## src/rtl/jtframe_sdram_rr_arb.sv

```systemverilog
// rtl/jtframe_sdram_rr_arb.sv - round-robin arbiter sharing one SDRAM bank read port between N clients
//
// Purpose: grants one client at a time (one outstanding transaction), registers
// its address towards the SDRAM controller and routes the controller's ack/rdy
// handshakes back to the grantee only. Read data is broadcast elsewhere.
//
// Ports:
//   clk, rst_n  clock, asynchronous active-low reset
//   cl_req      per-client request level, held until that client's ack
//   cl_addr     packed client addresses, client i at [i*SDRAMW +: SDRAMW]
//   cl_ack      one-hot, combinational: sdram_ack routed to the grantee
//   cl_rdy      one-hot, combinational: data_rdy routed to the grantee
//   grant       one-hot current bank owner, 0 when idle
//   sdram_req   registered request to the SDRAM controller
//   sdram_addr  registered address, loaded on the grant edge only
//   sdram_ack   controller accepted the request (1-cycle pulse)
//   data_rdy    read data valid (1-cycle pulse)
//   spurious    1-cycle pulse after a data_rdy seen while idle
//   wdog_err    1-cycle pulse on watchdog abort
//
// Optional feature: define JTFRAME_ARB_WDOG_EN to enable the transaction
// watchdog (timeout 2**WDOGW-1 cycles). Without it wdog_err is tied 0 and a
// transaction waits indefinitely for ack/rdy.

module jtframe_sdram_rr_arb #(
    parameter int N      = 4,
    parameter int SDRAMW = 22,
    parameter int WDOGW  = 8
) (
    input  logic                  clk,
    input  logic                  rst_n,
    input  logic [N-1:0]          cl_req,
    input  logic [N*SDRAMW-1:0]   cl_addr,
    output logic [N-1:0]          cl_ack,
    output logic [N-1:0]          cl_rdy,
    output logic [N-1:0]          grant,
    output logic                  sdram_req,
    output logic [SDRAMW-1:0]     sdram_addr,
    input  logic                  sdram_ack,
    input  logic                  data_rdy,
    output logic                  spurious,
    output logic                  wdog_err
);

    localparam int IW = (N > 1) ? $clog2(N) : 1;

    typedef enum logic [1:0] {
        ST_IDLE = 2'd0,
        ST_REQ  = 2'd1,
        ST_DATA = 2'd2
    } state_t;

    state_t              state_q, state_d;
    logic [N-1:0]        grant_q, grant_d;
    logic                sdram_req_q, sdram_req_d;
    logic [SDRAMW-1:0]   sdram_addr_q, sdram_addr_d;
    logic [IW-1:0]       last_q, last_d;
    logic                spurious_q, spurious_d;

    logic [IW-1:0]       pick;
    logic                wdog_timeout;
    logic                abort;

    // Scan clients starting just after the last grantee, wrapping modulo N.
    always_comb begin
        logic found;
        int   idx_i;
        logic [IW-1:0] idx;
        pick  = last_q;
        found = 1'b0;
        for (int k = 1; k <= N; k++) begin
            idx_i = (int'(last_q) + k) % N;
            idx   = IW'(idx_i);
            if (!found && cl_req[idx]) begin
                pick  = idx;
                found = 1'b1;
            end
        end
    end

    // A completing handshake in the same cycle wins over the watchdog.
    assign abort = wdog_timeout &&
                   (((state_q == ST_REQ) && !sdram_ack) ||
                    ((state_q == ST_DATA) && !data_rdy));

    // State register
    always_ff @(posedge clk or negedge rst_n) begin
        if (!rst_n) begin
            state_q      <= ST_IDLE;
            grant_q      <= '0;
            sdram_req_q  <= 1'b0;
            sdram_addr_q <= '0;
            last_q       <= IW'(N - 1);
            spurious_q   <= 1'b0;
        end else begin
            state_q      <= state_d;
            grant_q      <= grant_d;
            sdram_req_q  <= sdram_req_d;
            sdram_addr_q <= sdram_addr_d;
            last_q       <= last_d;
            spurious_q   <= spurious_d;
        end
    end

    // Next-state logic
    always_comb begin
        state_d = state_q;
        case (state_q)
            ST_IDLE: if (|cl_req) state_d = ST_REQ;
            ST_REQ: begin
                if (sdram_ack)  state_d = data_rdy ? ST_IDLE : ST_DATA;
                else if (abort) state_d = ST_IDLE;
            end
            ST_DATA: begin
                if (data_rdy)   state_d = ST_IDLE;
                else if (abort) state_d = ST_IDLE;
            end
            default: state_d = ST_IDLE;
        endcase
    end

    // Registered datapath updates
    always_comb begin
        grant_d      = grant_q;
        sdram_req_d  = sdram_req_q;
        sdram_addr_d = sdram_addr_q;
        last_d       = last_q;
        spurious_d   = (state_q == ST_IDLE) && data_rdy;
        case (state_q)
            ST_IDLE: begin
                if (|cl_req) begin
                    grant_d      = {{(N-1){1'b0}}, 1'b1} << pick;
                    sdram_req_d  = 1'b1;
                    sdram_addr_d = cl_addr[pick*SDRAMW +: SDRAMW];
                    last_d       = pick;
                end
            end
            ST_REQ: begin
                if (sdram_ack) begin
                    sdram_req_d = 1'b0;
                    if (data_rdy) grant_d = '0;
                end else if (abort) begin
                    sdram_req_d = 1'b0;
                    grant_d     = '0;
                end
            end
            ST_DATA: begin
                if (data_rdy || abort) grant_d = '0;
            end
            default: begin
                grant_d     = '0;
                sdram_req_d = 1'b0;
            end
        endcase
    end

    // Combinational handshake routing to the grantee
    always_comb begin
        cl_ack = '0;
        cl_rdy = '0;
        if (state_q == ST_REQ && sdram_ack) begin
            cl_ack = grant_q;
            if (data_rdy) cl_rdy = grant_q;
        end
        if (state_q == ST_DATA && data_rdy) cl_rdy = grant_q;
    end

`ifdef JTFRAME_ARB_WDOG_EN
    logic [WDOGW-1:0] wdog_cnt_q, wdog_cnt_d;
    logic             wdog_err_q, wdog_err_d;

    // Counter is held at zero while idle, so it starts from zero on every grant.
    // Aborting when it is one short of the limit makes the abort edge the one
    // on which the count reaches 2**WDOGW-1.
    always_comb begin
        wdog_cnt_d = (state_q == ST_IDLE) ? '0 : wdog_cnt_q + 1'b1;
        wdog_err_d = abort;
    end

    assign wdog_timeout = (state_q != ST_IDLE) &&
                          (wdog_cnt_q == WDOGW'((2 ** WDOGW) - 2));

    always_ff @(posedge clk or negedge rst_n) begin
        if (!rst_n) begin
            wdog_cnt_q <= '0;
            wdog_err_q <= 1'b0;
        end else begin
            wdog_cnt_q <= wdog_cnt_d;
            wdog_err_q <= wdog_err_d;
        end
    end

    assign wdog_err = wdog_err_q;
`else
    // WDOGW only sizes the watchdog; this constant-false compare keeps it referenced.
    assign wdog_timeout = (WDOGW < 0);
    assign wdog_err     = 1'b0;
`endif

    assign grant      = grant_q;
    assign sdram_req  = sdram_req_q;
    assign sdram_addr = sdram_addr_q;
    assign spurious   = spurious_q;

endmodule

```

## config.mk

```make
export PLATFORM = sky130hd
export DESIGN_NAME = jtframe_sdram_rr_arb
export DESIGN_NICKNAME = d
export VERILOG_FILES = /design/src/rtl/jtframe_sdram_rr_arb.sv
export SDC_FILE = /design/constraint.sdc
export NUM_CORES = 1
export LEC_CHECK = 0
export BUFFER_PORTS_ARGS = -buffer_cell sky130_fd_sc_hd__buf_2
export CAP_MARGIN = 5
export CORE_UTILIZATION = 44
export CTS_CLUSTER_SIZE = 24
export DETAILED_ROUTE_END_ITERATION = 10
export PLACE_DENSITY = 0.8
export SLEW_MARGIN = 20
export SYNTH_ARGS = -nofsm -noshare
export SYNTH_HDL_FRONTEND = slang
export SYNTH_SLANG_ARGS = --single-unit
```

## constraint.sdc

```tcl
create_clock -name clk -period 5.6 [get_ports clk]
set_input_delay 0.84 -clock clk [delete_from_list [all_inputs] [get_ports clk]]
set_output_delay 0.84 -clock clk [all_outputs]
set_load 0.02 [all_outputs]
```

==> impl_metrics.toml, run 1 <==
[power]
powerDensity_mw_per_mm2 = 533.8
vdd.ir_drop.worst_uv = 265.9
static-leakage-power_nw = 1.602

[logic_synthesis]
most_used_flip_flop_cell_after_synthesis = "sky130_fd_sc_hd__dfrtp_1"
fraction_of_synthesis_flops_using_an_asynchronous_set_or_reset_pin = 1.000
synth-seq-area-share = 0.3448
dominant_cell_type_by_area_after_synthesis = "sky130_fd_sc_hd__dfrtp_1"
syn_nets = 358
synth_top_cells_by_area = "sky130_fd_sc_hd__dfrtp_1 (32%), sky130_fd_sc_hd__mux2i_1 (9.9%), sky130_fd_sc_hd__a21o_1 (7.4%)"
synthDominantCellAreaShare = 0.3222
synth_cell_types = 33
synth.yosys.warnings = 0
syn_area_mm2 = 0.002330
post_synthesis_register_bit_count = 32
syn-instance-count = 259
synth_edf_count = 0
avgSynthCellArea_um2 = 8.995

[die]
die_area_mm2 = 0.005590
core-area_mm2 = 0.005107
row_count = 26
io_pins = 133
chip_width_um = 74.77
fp.dieH_um = 74.77
floorplan.initialDensity = 0.4561

[cells_and_area]
final_design_area_no_fill_mm2 = 0.003069
layout-area-overhead-vs-synth_pct = 31.74
layout.cells.most_common_list = "sky130_fd_sc_hd__buf_2 (131), sky130_fd_sc_hd__dfrtp_1 (30), sky130_fd_sc_hd__nand2_1 (28)"
drive_gt1_frac = 0.4176
fill_cells = 496
postLayoutCoreUtil = 0.6009
layout_commonest_cell = "sky130_fd_sc_hd__buf_2"
multi_input_logic_area_mm2 = 0.001389
finish.net_count = 474
seqCellArea_um2 = 803.3
n_antenna_cell = 0

[sta]
clock-skew-final_ns = 0.008262
hold_viol_final = 0
worst_pin_slew_ns = 0.9977
final_max_slew_viol_count = 0
layout_worst_path_cycle_share = 0.5121
rsz0062_at_grt = "false"
slew-limit-headroom = 0.3348
final.min_clock_period_ns = 2.867
tns_ns = 0
maxClockFrequency_mhz = 348.7
setup-violations-final = 0

[status]
run_status = "completed"

[worst_setup_path]
timing.critical_path.fanout_max = 23
worst-setup-path-type = "primary input to flip-flop"
worst_r2r_end = "sdram_addr[16]"
end_kind = "flip-flop"
crit_path_max_incr_delay_ns = 0.60
arrival_ns = 3.01
critPathTopFamily = "simple AND/OR/NAND/NOR gates"
worst_setup_path_start_kind = "primary input"
cp_cell_sequence = "buf_2 > nor2b_1 > o21a_1 > nor3_4 > buf_4 > mux2i_1 > o211ai_2"
worst_setup_path_end = "sdram_addr[16]"
r2r_setup_slack_ns = 2.93
crit-reg2reg-launch = "last_q[0]"
crit_startpoint = "cl_req[3]"
levels_on_crit_path = 7
crit_slowest_cell = "sky130_fd_sc_hd__nor3_4"
cp.required_ns = 5.74
r2r_cells = 6
cp.buffers_inverters = 2

[cts]
htreeDepth = 2
cts-buffers-inserted = 5
clkSlewWorstSetupHoldPaths_ns = 0.07
clock_tree.buffer_depth = 2
post_cts.repair.setup_buffers = 0
cts_hold_repair.buffers = 0
cts_tree = "done"
cts.sinks = 32
gates_resized_cts_repair = 0
worstSkewPairLatency_ns = 0.29
clock_tree.root_cell = "sky130_fd_sc_hd__clkbuf_8"

[route]
vias = 2455
antenna_left = 0
vias_per_cell = 5.504
postRouteWirelength_mm = 6.964
drc_errors = 0
route.detailed.wl_per_inst_um = 15.61
detailedRoute.firstIterationViolations = 101
drt_pre_antenna_iters = 4

[placed_design]
gpl.final_weighted_congestion = 0.8243
io_buffer_count = 131
place_hpwl_mm = 5.011
detailed_place.area_mm2 = 0.002977

[global_routing]
largest_net_degree_at_the_start_of_global_routing = 33
vias_in_the_first_global_route = 2394
grt.total_usage = 0.2572
grt_pass1_wl_mm = 10.92
grt_antenna_before_repair = 0
grt.overflow.total = 0

[run]
timing.max_cap.violations = 0

[hold_path]
hold_path_class = "flip-flop to flip-flop"
## logic make-up after synthesis
group,count (synthesis),share of synthesized area
simple gates,79,0.1794
fa+ha+maj,3,0.01611
mux,24,0.1037
other cells,1,0.001610
buf+inv,32,0.06229
compound gates,88,0.2922
flops,32,0.3448
## synth_stat cells, types with 5 or more instances
master,instances
sky130_fd_sc_hd__mux2i_1,23
sky130_fd_sc_hd__o211ai_1,12
sky130_fd_sc_hd__buf_2,5
sky130_fd_sc_hd__o211ai_2,11
sky130_fd_sc_hd__o21ai_1,5
sky130_fd_sc_hd__nor2b_1,5
sky130_fd_sc_hd__o31ai_1,22
sky130_fd_sc_hd__nor3_1,5
sky130_fd_sc_hd__nand4_1,26
sky130_fd_sc_hd__dfrtp_1,30
sky130_fd_sc_hd__clkbuf_1,15
sky130_fd_sc_hd__inv_1,9
sky130_fd_sc_hd__o21ai_0,6
sky130_fd_sc_hd__a21o_1,23
sky130_fd_sc_hd__nand2_1,28
## per-layer routing
layer / wire (um) / up-vias / GRT usage / share of wire
met1: 2939 / 1146 / 0.3153 / 0.42
met5: 0 / - / 0 / 0
met3: 340 / 15 / 0.04685 / 0.049
met2: 3528 / 85 / 0.4434 / 0.51
met4: 156 / 0 / 0.1090 / 0.022
li1: - / 1209 / - / -
## flip-flops by register name, indices dropped and copies added (netlist names)
register / flops
spurious: 1
last_q: 2
grant: 4
state_q: 2
sdram_addr: 22
sdram_req: 1
## area by class of cell
type	count	area share
multi-input cells	195	0.4525
well taps	70	0.02854
flip-flops and latches	32	0.2617
clock buffers	6	0.02691
repair buffers	132	0.2161
clock inverters	2	0.003261
inverters	9	0.01101
## power breakdown
| part | internal, mW | switching (mW) | leakage, nW |
|---|---|---|---|
| sequential | 0.354 | 0.0679 | 0.394 |
| combinational | 0.385 | 0.646 | 1.16 |
| clock | 0.0980 | 0.0876 | 0.0510 |
## worst min-delay path by stage
stage	from	endpoint	slack (ns)	cells past startpoint
3_5_place_dp	sdram_addr[18]	sdram_addr[18]	0.47	2
2_1_floorplan	last_q[0]	last_q[0]	0.46	2
3_3_place_gp	sdram_addr[18]	sdram_addr[18]	0.47	2
4_1_cts	sdram_addr[18]	sdram_addr[18]	0.49	2
5_1_grt	sdram_req	sdram_req	0.52	1
6_report	sdram_addr[18]	sdram_addr[18]	0.49	2
## stage by stage
stage                     power, mW  cells  hold slack [ns]  setup WS [ns]
after CTS                     1.651    446           0.4940          2.731
final                         1.638    446           0.4932          2.733
after global placement        1.419    438           0.4680          2.543
after floorplan               1.199    259           0.4637          3.349
after global routing          1.781    446           0.5250          2.554
after detailed placement      1.459    438           0.4724          2.428
## worst reg2reg max path, cell delays in order, from the launching register on
cell,delay (ns)
sky130_fd_sc_hd__dfstp_2,0.56
sky130_fd_sc_hd__nor2b_1,0.08
sky130_fd_sc_hd__o21a_1,0.49
sky130_fd_sc_hd__nor3_4,0.60
sky130_fd_sc_hd__buf_4,0.41
sky130_fd_sc_hd__mux2i_1,0.29
sky130_fd_sc_hd__o211ai_2,0.09
Note: power is estimated with default switching activity, not from simulation.
==> inputs of run 2 (changes only) <==
--- a/config.mk
+++ b/config.mk
@@ -7,10 +7,10 @@
 export LEC_CHECK = 0
 export BUFFER_PORTS_ARGS = -buffer_cell sky130_fd_sc_hd__buf_2
 export CAP_MARGIN = 5
-export CORE_UTILIZATION = 44
+export CORE_UTILIZATION = 40
 export CTS_CLUSTER_SIZE = 24
 export DETAILED_ROUTE_END_ITERATION = 10
-export PLACE_DENSITY = 0.8
+export PLACE_DENSITY = 0.77
 export SLEW_MARGIN = 20
 export SYNTH_ARGS = -nofsm -noshare
 export SYNTH_HDL_FRONTEND = slang
==> constraint.sdc (replaced) <==
create_clock -name clk -period 2.6 [get_ports clk]
set_input_delay 0.39 -clock clk [delete_from_list [all_inputs] [get_ports clk]]
set_output_delay 0.39 -clock clk [all_outputs]
set_load 0.02 [all_outputs]
==> run 2 against run 1 <==
  * Hold slack worse by 0.32 ns
  * Die area increased by 9.7%
  * Via count increased by 5.9%
  * Clock skew grew 0.0012 ns
  * Flip-flop and latch count is the same
  * Critical endpoint is now grant[1]
  * Worst setup slack got worse by 2.1 ns
==> impl_metrics.toml, run 2 (synthesis results as in run 1) <==
[status]
run_status = "completed"

[global_routing]
m1_gr_usage = 0.3292
layer_with_the_highest_usage = "met2"
grt_pass1_wl_mm = 11.70
vias_in_the_first_global_route = 2456
grt.total_usage = 0.2430
largest_net_degree_at_the_start_of_global_routing = 33
use_met2 = 0.3939
globalRouteMet3Util = 0.03488
grt.overflow.total = 0
grt_antenna_before_repair = 0

[cells_and_area]
n_antenna_cell = 0
layout_commonest_cell = "sky130_fd_sc_hd__buf_2"
layout-area-overhead-vs-synth_pct = 35.12
postLayoutCoreUtil = 0.5648
final_design_area_no_fill_mm2 = 0.003148
layout.cells.most_common_list = "sky130_fd_sc_hd__buf_2 (131), sky130_fd_sc_hd__dfrtp_1 (30), sky130_fd_sc_hd__nand2_1 (28)"
finalNonFillerCells = 457
fill_cells = 527
largest_reg_flops = 22
drive_gt1_frac = 0.4312
finish.net_count = 483

[die]
row_count = 27
chip_width_um = 78.32
floorplan.initialDensity = 0.4180
io_pins = 133
die_area_mm2 = 0.006133
fp.dieH_um = 78.32
core-area_mm2 = 0.005574

[cts]
gates_resized_cts_repair = 0
clock_tree.buffer_depth = 2
worstSkewPairLatency_ns = 0.28
clock_tree.root_cell = "sky130_fd_sc_hd__clkbuf_8"
cts_hold_repair.buffers = 0
cts.sinks = 32
cts_tree = "done"
htreeDepth = 2
clkSlewWorstSetupHoldPaths_ns = 0.07
post_cts.repair.setup_buffers = 0
cts-buffers-inserted = 5

[sta]
maxClockFrequency_mhz = 512.7
slew-limit-headroom = 0.4401
rsz0062_at_grt = "false"
clock-skew-final_ns = 0.009420
final_max_slew_viol_count = 0
layout_worst_path_cycle_share = 0.7501
tns_ns = 0
setup-violations-final = 0
worst_pin_slew_ns = 0.8378
hold_slack_ns = 0.1782
hold_viol_final = 0
final.min_clock_period_ns = 1.950

[worst_setup_path]
crit_slowest_cell = "sky130_fd_sc_hd__dfstp_2"
worst_r2r_end = "grant[1]"
r2r_setup_slack_ns = 0.65
crit-reg2reg-launch = "last_q[0]"
worst-setup-path-type = "flip-flop to flip-flop"
cp.buffers_inverters = 1
timing.critical_path.fanout_max = 12
cp.required_ns = 2.74
end_kind = "flip-flop"
cp_cell_sequence = "nor2b_1 > o21ai_2 > buf_4 > nand3_1 > nand4_1 > o21ai_0"
worst_setup_path_start_kind = "flip-flop"
arrival_ns = 2.10
r2r_cells = 6
crit_path_max_incr_delay_ns = 0.57
critPathTopFamily = "flip-flops"

[placed_design]
gpl.final_weighted_congestion = 0.8295
placed_cells_incl_taps = 449
place_hpwl_mm = 5.340
io_buffer_count = 131
detailed_place.area_mm2 = 0.003047

[run]
timing.max_cap.violations = 0

[route]
route.detailed.wl_per_inst_um = 16.05
vias_per_cell = 5.687
detailedRoute.firstIterationViolations = 154
drc_errors = 0
postRouteWirelength_mm = 7.335
drt_pre_antenna_iters = 4
vias = 2599
antenna_left = 0

[power]
powerDensity_mw_per_mm2 = 1164
vdd.ir_drop.worst_uv = 531.5
static-leakage-power_nw = 1.645

[hold_path]
hold_path_class = "primary input to asynchronous set/reset pin"
## run 2: cell count changes in the layout (fill, tap and decap cells not counted), sizes merged
| cell | delta |
|---|---|
| buf | +9 |
## run 2: report_power, final
part | total (mW) | switching, mW | leakage [nW] | internal (mW)
registers | 0.910 | 0.148 | 0.394 | 0.762
logic | 2.35 | 1.45 | 1.20 | 0.908
clock network | 0.398 | 0.187 | 0.0510 | 0.211
total | 3.66 | 1.78 | 1.64 | 1.88
## run 2: worst max path at each step
| stage | start | end | slack [ns] | depth (start not counted) |
|---|---|---|---|---|
| finish | last_q[0] | grant[1] | 0.65 | 6 |
| global route | last_q[0] | grant[1] | 0.46 | 6 |
| CTS | last_q[0] | sdram_addr[7] | 0.51 | 5 |
| detailed placement | cl_req[3] | sdram_addr[2] | 0.47 | 6 |
| global placement | cl_req[3] | sdram_addr[15] | 0.52 | 6 |
| floorplan | last_q[0] | sdram_addr[14] | 0.76 | 6 |
## run 2: layer usage
layer,routed length (um),up-vias
met1,3199,1260
met3,403,4
met4,58,0
met2,3674,107
met5,0,-
li1,-,1228
## run 2: final cells by class
type                            count  area (um^2)  area share
Timing Repair Buffer              141        730.7      0.2321
Sequential cell                    32        803.3      0.2552
Inverter                            9        33.78     0.01073
Clock buffer                        6        82.58     0.02623
Clock inverter                      2        10.01    0.003180
Tap cell                           72        90.09     0.02862
Multi-Input combinational cell    195         1398      0.4440
## run 2: worst reg2reg max path: stages (launching register included)
cell,delay (ns)
sky130_fd_sc_hd__dfstp_2,0.57
sky130_fd_sc_hd__nor2b_1,0.08
sky130_fd_sc_hd__o21ai_2,0.48
sky130_fd_sc_hd__buf_4,0.30
sky130_fd_sc_hd__nand3_1,0.13
sky130_fd_sc_hd__nand4_1,0.17
sky130_fd_sc_hd__o21ai_0,0.09
## run 2: per-stage QoR
step / total power [mW] / setup WS, ns
6_report: 3.663 / 0.6497
3_5_place_dp: 3.256 / 0.4651
5_1_grt: 3.943 / 0.4636
2_1_floorplan: 2.582 / 0.7617
4_1_cts: 3.663 / 0.5079
3_3_place_gp: 3.194 / 0.5227
